`src/rtl/delay_line_mc_pkg.sv`:
```
// ---------------------------------------------------------------------------
// dsp_delay_pkg
// Shared constants and helpers for the multi-channel tapped delay line.
//   f_depth_w : width needed to hold a depth/count value 0..max_stages
//   f_tap_lsb : bit offset of (stage, channel) inside the flattened tap bus
// ---------------------------------------------------------------------------
package dsp_delay_pkg;

    // Depth and fill count must represent 0..max_stages inclusive, so the
    // saturation value itself always fits in the counter.
    function automatic int f_depth_w(input int max_stages);
        return (max_stages < 1) ? 1 : $clog2(max_stages + 1);
    endfunction

    // Stage numbering starts at 1 (stage 1 is the newest sample); channels
    // of one stage sit next to each other in the flattened bus.
    function automatic int f_tap_lsb(input int stage, input int channel,
                                     input int nr_channels, input int data_width);
        return ((stage - 1) * nr_channels + channel) * data_width;
    endfunction

endpackage

```
`src/rtl/delay_line_mc_if.sv`:
```
// ---------------------------------------------------------------------------
// delay_line_mc_if
// Bundles the control, data and status signals of the delay line.
//   i_ena        : shift enable
//   i_flush      : synchronous clear of stages and fill counter
//   i_depth      : requested output depth (saturated inside the design)
//   i_data       : newest sample, one slice per channel
//   o_data       : per-channel sample at the effective depth
//   o_taps       : every stage, every channel
//   o_fill_cnt   : accepted shifts since reset/flush, saturating
//   o_shift_done : fill count has reached the effective depth
// master drives the inputs (stimulus side), slave is the delay line.
// ---------------------------------------------------------------------------
import dsp_delay_pkg::*;

interface delay_line_mc_if #(
    parameter int gp_data_width  = 8,
    parameter int gp_nr_channels = 2,
    parameter int gp_max_stages  = 8
);
    localparam int C_DEPTH_W = f_depth_w(gp_max_stages);
    localparam int C_LANE_W  = gp_nr_channels * gp_data_width;

    logic                                i_ena;
    logic                                i_flush;
    logic [C_DEPTH_W-1:0]                i_depth;
    logic [C_LANE_W-1:0]                 i_data;
    logic [C_LANE_W-1:0]                 o_data;
    logic [gp_max_stages*C_LANE_W-1:0]   o_taps;
    logic [C_DEPTH_W-1:0]                o_fill_cnt;
    logic                                o_shift_done;

    modport master (
        output i_ena, i_flush, i_depth, i_data,
        input  o_data, o_taps, o_fill_cnt, o_shift_done
    );

    modport slave (
        input  i_ena, i_flush, i_depth, i_data,
        output o_data, o_taps, o_fill_cnt, o_shift_done
    );
endinterface

```
`src/rtl/delay_line_mc_stage.sv`:
```
// ---------------------------------------------------------------------------
// dl_stage
// One delay stage holding all channels of a single time slot.
//   i_clk : rising-edge clock
//   i_rst : synchronous active-high reset
//   i_clr : synchronous clear (flush), same effect as reset
//   i_ena : load i_d when high
//   i_d   : sample from the previous stage (or the line input)
//   o_q   : registered sample
// ---------------------------------------------------------------------------
module dl_stage #(
    parameter int gp_width = 16
) (
    input  logic                i_clk,
    input  logic                i_rst,
    input  logic                i_clr,
    input  logic                i_ena,
    input  logic [gp_width-1:0] i_d,
    output logic [gp_width-1:0] o_q
);
    logic [gp_width-1:0] r_q;

    // Reset and flush both clear; a flush wins over a simultaneous enable so
    // the sample presented during a flush is discarded.
    always_ff @(posedge i_clk) begin
        if (i_rst || i_clr) begin
            r_q <= '0;
        end else if (i_ena) begin
            r_q <= i_d;
        end
    end

    assign o_q = r_q;
endmodule

```
`src/rtl/delay_line_mc.sv`:
```
// ---------------------------------------------------------------------------
// delay_line_mc
// Multi-channel tapped delay line with runtime-selectable output depth.
//   i_clk : rising-edge clock
//   i_rst : synchronous active-high reset
//   bus   : delay_line_mc_if.slave (ena, flush, depth, data in;
//           data at depth, all taps, fill count, done flag out)
// Depth 0 is a combinational bypass; depths above gp_max_stages saturate.
// ---------------------------------------------------------------------------
import dsp_delay_pkg::*;

module delay_line_mc #(
    parameter int gp_data_width  = 8,
    parameter int gp_nr_channels = 2,
    parameter int gp_max_stages  = 8
) (
    input  logic                i_clk,
    input  logic                i_rst,
    delay_line_mc_if.slave      bus
);
    localparam int C_DEPTH_W = f_depth_w(gp_max_stages);
    localparam int C_LANE_W  = gp_nr_channels * gp_data_width;
    localparam logic [C_DEPTH_W-1:0] C_MAX = C_DEPTH_W'(gp_max_stages);

    // Index 0 is the line input, index k the output of stage k.
    logic [C_LANE_W-1:0]  w_stage [0:gp_max_stages];
    logic [C_DEPTH_W-1:0] w_depth_eff;
    logic [C_LANE_W-1:0]  w_data;
    logic [C_DEPTH_W-1:0] r_fill_cnt;

    assign w_stage[0] = bus.i_data;

    genvar k;
    generate
        for (k = 1; k <= gp_max_stages; k++) begin : g_stage
            dl_stage #(
                .gp_width (C_LANE_W)
            ) u_stage (
                .i_clk (i_clk),
                .i_rst (i_rst),
                .i_clr (bus.i_flush),
                .i_ena (bus.i_ena),
                .i_d   (w_stage[k-1]),
                .o_q   (w_stage[k])
            );
            assign bus.o_taps[f_tap_lsb(k, 0, gp_nr_channels, gp_data_width) +: C_LANE_W] = w_stage[k];
        end
    endgenerate

    // Fill counter tracks accepted shifts and sticks at the physical depth,
    // so it never wraps back below a valid depth.
    always_ff @(posedge i_clk) begin
        if (i_rst || bus.i_flush) begin
            r_fill_cnt <= '0;
        end else if (bus.i_ena && (r_fill_cnt != C_MAX)) begin
            r_fill_cnt <= r_fill_cnt + C_DEPTH_W'(1);
        end
    end

    // Requested depth clipped to the physical line length; 0 passes through.
    always_comb begin
        w_depth_eff = bus.i_depth;
        if (bus.i_depth > C_MAX) begin
            w_depth_eff = C_MAX;
        end
    end

    // Output mux: depth 0 selects the line input itself (zero latency).
    always_comb begin
        w_data = bus.i_data;
        for (int s = 1; s <= gp_max_stages; s++) begin
            if (int'(w_depth_eff) == s) begin
                w_data = w_stage[s];
            end
        end
    end

    assign bus.o_data       = w_data;
    assign bus.o_fill_cnt   = r_fill_cnt;
    assign bus.o_shift_done = (r_fill_cnt >= w_depth_eff);
endmodule

```
`src/flat_wrapper.sv`:
```
// flat-port wrapper written by rule: the top's interface ports become plain ports
module delay_line_mc_flat 
#(
    parameter int gp_data_width  = 8,
    parameter int gp_nr_channels = 2,
    parameter int gp_max_stages  = 8
)
  (i_clk, i_rst, bus_i_ena, bus_i_flush, bus_i_depth, bus_i_data, bus_o_data, bus_o_taps, bus_o_fill_cnt, bus_o_shift_done);
  delay_line_mc_if #(.gp_data_width(gp_data_width), .gp_nr_channels(gp_nr_channels), .gp_max_stages(gp_max_stages)) bus_i ();
  input  logic i_clk;
  input  logic i_rst;
  input wire logic [$bits(bus_i.i_ena)-1:0] bus_i_ena;
  input wire logic [$bits(bus_i.i_flush)-1:0] bus_i_flush;
  input wire logic [$bits(bus_i.i_depth)-1:0] bus_i_depth;
  input wire logic [$bits(bus_i.i_data)-1:0] bus_i_data;
  output wire logic [$bits(bus_i.o_data)-1:0] bus_o_data;
  output wire logic [$bits(bus_i.o_taps)-1:0] bus_o_taps;
  output wire logic [$bits(bus_i.o_fill_cnt)-1:0] bus_o_fill_cnt;
  output wire logic [$bits(bus_i.o_shift_done)-1:0] bus_o_shift_done;
  assign bus_i.i_ena = bus_i_ena;
  assign bus_i.i_flush = bus_i_flush;
  assign bus_i.i_depth = bus_i_depth;
  assign bus_i.i_data = bus_i_data;
  assign bus_o_data = bus_i.o_data;
  assign bus_o_taps = bus_i.o_taps;
  assign bus_o_fill_cnt = bus_i.o_fill_cnt;
  assign bus_o_shift_done = bus_i.o_shift_done;
  delay_line_mc #(.gp_data_width(gp_data_width), .gp_nr_channels(gp_nr_channels), .gp_max_stages(gp_max_stages)) u_core (.i_clk(i_clk), .i_rst(i_rst), .bus(bus_i));
endmodule
```
`config.mk`:
```
export PLATFORM = sky130hd
export DESIGN_NAME = delay_line_mc_flat
export DESIGN_NICKNAME = d
export VERILOG_FILES = /design/src/rtl/delay_line_mc_pkg.sv /design/src/rtl/delay_line_mc_if.sv /design/src/rtl/delay_line_mc_stage.sv /design/src/rtl/delay_line_mc.sv /design/src/flat_wrapper.sv
export SDC_FILE = /design/constraint.sdc
export NUM_CORES = 1
export LEC_CHECK = 0
export BUFFER_PORTS_ARGS = -buffer_cell sky130_fd_sc_hd__buf_2
export CORE_ASPECT_RATIO = 0.7
export CORE_UTILIZATION = 56
export CTS_CLUSTER_DIAMETER = 30
export DETAILED_ROUTE_END_ITERATION = 6
export GPL_ROUTABILITY_DRIVEN = 1
export HOLD_SLACK_MARGIN = 0.03
export PLACE_DENSITY = 0.85
export SETUP_SLACK_MARGIN = 0.1
export SLEW_MARGIN = 20
export SYNTH_ARGS = -nofsm -noshare
export SYNTH_HDL_FRONTEND = slang
export SYNTH_SLANG_ARGS = --single-unit
export TNS_END_PERCENT = 50
```
`constraint.sdc`:
```
create_clock -name i_clk -period 3.1 [get_ports i_clk]
set_input_delay 0.465 -clock i_clk [delete_from_list [all_inputs] [get_ports i_clk]]
set_output_delay 0.465 -clock i_clk [all_outputs]
set_load 0.02 [all_outputs]
```
==> reports/metrics.yaml <==
status: "complete, no violations"
seq_area_mm2: 0.002643
cts_tree: "done"
worstHoldStart: "bus_i_data[4]"
wire_per_inst_um: 18.19
root_buffer: "clkbuf_16"
antenna_found_initial: 0
setup_viol: 0
relSlewSlack_pct: 52.56
synth_area_mm2: 0.006146
clock.fmax_ghz: 0.3694
yosys.cell_types.count: 44
drc: 0
reg2reg_depth: 6
drt_iter0_markers: 592
nets: 849
ff2ff_setup_slack_ns: 1.75
internal-power_w: 0.002910
cts_sinks: 132
hold_violations: 0
syn_area_per_cell_um2: 9.173
synthToLayoutAreaGrowth_pct: 23.23
cp_top_family: "buffers and inverters"
drt_wl_total_um: 17750
dp_hpwl_um: 12560
initial_utilization_pct: 58.47
clkLatencyLatePin_ns: 0.42
core_mm2: 0.01051
p_per_area_mw_per_mm2: 511.6
gp_congestion: 0.9423
setup_ws_ns: 0.3929
rsz0062_at_grt: "no"
place_ws_ns: 0.4722
synth_ff_type: "dfxtp_1"
timing.rr.start: "u_core.bus.o_fill_cnt[0]"
skew_ns: 0.005501
async_reset_ff_share_pct: 0
slew_viol_final: 0
hold_depth: 3
grt_pass1_vias: 5249
dr_total_vias: 5803
path_cells: "buf_2, buf_4, or3b_1, o21ai_0, o31ai_1, nand2_1, a31oi_1, buf_2"
diodes: 0
final_layout_size_suffix_gt1_share_pct: 27.42
grt_max_degree: 69
cp_num_buf_inv: 3
crit_type: "in -> out"
cts_hold_buf: 0
die_h_um: 89.65
holdWs_ns: 0.3193
cts_buffers: 17
die_area_mm2: 0.01140
post_cts_resized: 0
synth_edf_count: 0
min_to: "u_core.g_stage[1].u_stage.o_q[4]"
final_antenna_net_count: 0
via_per_inst: 5.946
hp-class: "in -> reg"
tightestPinTransition_ns: 0.7117
syn_inst: 670
cp.required_ns: 2.63
crit_slowest_cell: "or3b_1"
r2r_end: "u_core.bus.o_fill_cnt[0]"
drt-pass1-iter-count: 7
clk_pin_slew_worst_paths_ns: 0.06
seq_power_share_pct: 44.4
final_cell_mix: "buf_2 (171), nor2_1 (153), dfxtp_1 (132)"
nFillCells: 825
grt_pass1_wl_um: 27300
min_period_ns: 2.707
cpMostUsedCell: "buf_2"
numPortBuffers: 172
io_pins: 173
arrival_ns: 2.24
leakagePower_nw: 3.592
pwr-share-clk_pct: 45.7
grt_usage_pct: 31.46
ir_worst_vdd_mv: 0.3901
max_stage_delay_ns: 0.43
synth_nets: 700
setup_tns_ns: 0
layout_commonest_cell: "buf_2"
ys_ff_latch: 132
ys_seq_area_share_pct: 43.00
worstSetupStartpointType: "input port"
cts_max_level: 4
die-width_um: 127.2
cts_setup_buffers: 0
multi_input_area_mm2: 0.003218
yosys_warnings: 0
combPwrFrac_pct: 10.0
rows: 31
end_kind: "primary output"
fin_crit_sh_pct: 87.33
crit_fanout: 21
cts_buffer_depth: 2
utilization_pct: 72.05
grt_overflow: 0
switching_share_pct: 24.91
cap_viol_max_count: 0
p_switching_w: 0.0009654
## worst max-delay path by stage
| stage | start | end | slack [ns] | cells past startpoint |
|---|---|---|---|---|
| floorplan | bus_i_depth[3] | bus_o_shift_done | 0.86 | 9 |
| global placement | bus_i_depth[3] | bus_o_data[10] | 0.56 | 7 |
| detailed placement | bus_i_depth[1] | bus_o_data[1] | 0.47 | 8 |
| CTS | bus_i_depth[1] | bus_o_data[1] | 0.47 | 8 |
| global route | bus_i_depth[3] | bus_o_shift_done | 0.23 | 9 |
| finish | bus_i_depth[1] | bus_o_data[1] | 0.39 | 8 |
## power groups by stage
stage	Combinational [W]	Clock, W	Sequential (W)
3_5_place_dp	0.000378	0	0.00176
6_report	0.000386	0.00177	0.00172
2_1_floorplan	0.000269	0	0.00176
3_3_place_gp	0.000370	0	0.00176
5_1_grt	0.000414	0.00186	0.00172
4_1_cts	0.000382	0.00178	0.00172
## Yosys cell counts (6+ instances only)
| master | n | area (um2) |
|---|---|---|
| nor2b_1 | 10 | 62.56 |
| o21ai_1 | 14 | 70.07 |
| a22oi_1 | 10 | 75.07 |
| o22ai_1 | 8 | 50.05 |
| o211ai_1 | 6 | 45.04 |
| mux2i_1 | 130 | 1301 |
| a31oi_1 | 6 | 37.54 |
| o21ai_0 | 11 | 55.05 |
| dfxtp_1 | 132 | 2643 |
| o221ai_1 | 10 | 87.58 |
| clkbuf_1 | 24 | 90.09 |
| nand2b_1 | 12 | 75.07 |
| nand2_1 | 19 | 71.32 |
| a222oi_1 | 16 | 160.2 |
| nor2_1 | 153 | 574.3 |
| o21a_1 | 8 | 60.06 |
| ha_1 | 6 | 75.07 |
| buf_2 | 23 | 115.1 |
| a21oi_1 | 21 | 105.1 |
## state kept, by name (all words and copies together) (netlist names)
register / cells
u_core.bus.o_fill_cnt: 4
u_core.g_stage.u_stage.o_q: 128
## per-stage QoR
| step | instances | total power [W] | area [um2] |
|---|---|---|---|
| floorplan | 670 | 0.002033 | 6146 |
| global placement | 948 | 0.002125 | 7067 |
| detailed placement | 948 | 0.002133 | 7067 |
| CTS | 976 | 0.003880 | 7574 |
| global route | 976 | 0.003996 | 7574 |
| finish | 976 | 0.003875 | 7574 |
## worst reg2reg max path: stages (launching register included)
cell      delay (ns)
dfxtp_1         0.41
inv_1           0.12
ha_1            0.21
nand3b_1        0.13
nand2_1         0.11
xnor2_1         0.18
nor2_1          0.06
## final cells by class
type / instances / share of cell area (%)
multi-input cells: 478 / 42.49
flip-flops and latches: 132 / 34.89
repair buffers: 185 / 13.23
clock buffers: 22 / 6.261
well taps: 148 / 2.445
clock inverters: 6 / 0.4295
inverters: 5 / 0.2478
## layer usage
| metal | GRT usage (%) | routed length (um) | share of wire (%) |
|---|---|---|---|
| met2 | 52.05 | 8252 | 46 |
| met1 | 39.25 | 7273 | 41 |
| met5 | 0 | 0 | 0 |
| met3 | 7.642 | 1668 | 9.4 |
| met4 | 15.69 | 555 | 3.1 |
## kinds of logic (layout without fill, tap and decap cells)
| group | count (synthesis) | after routing | synth area share (%) |
|---|---|---|---|
| fa+ha+maj | 6 | 6 | 1.221 |
| simple gates | 213 | 213 | 15.05 |
| buf+inv | 60 | 218 | 4.682 |
| xor+xnor | 3 | 3 | 0.4276 |
| flops | 132 | 132 | 43.00 |
| mux | 134 | 134 | 21.91 |
| compound gates | 122 | 122 | 13.72 |
Power figures use the tool's default switching activity.
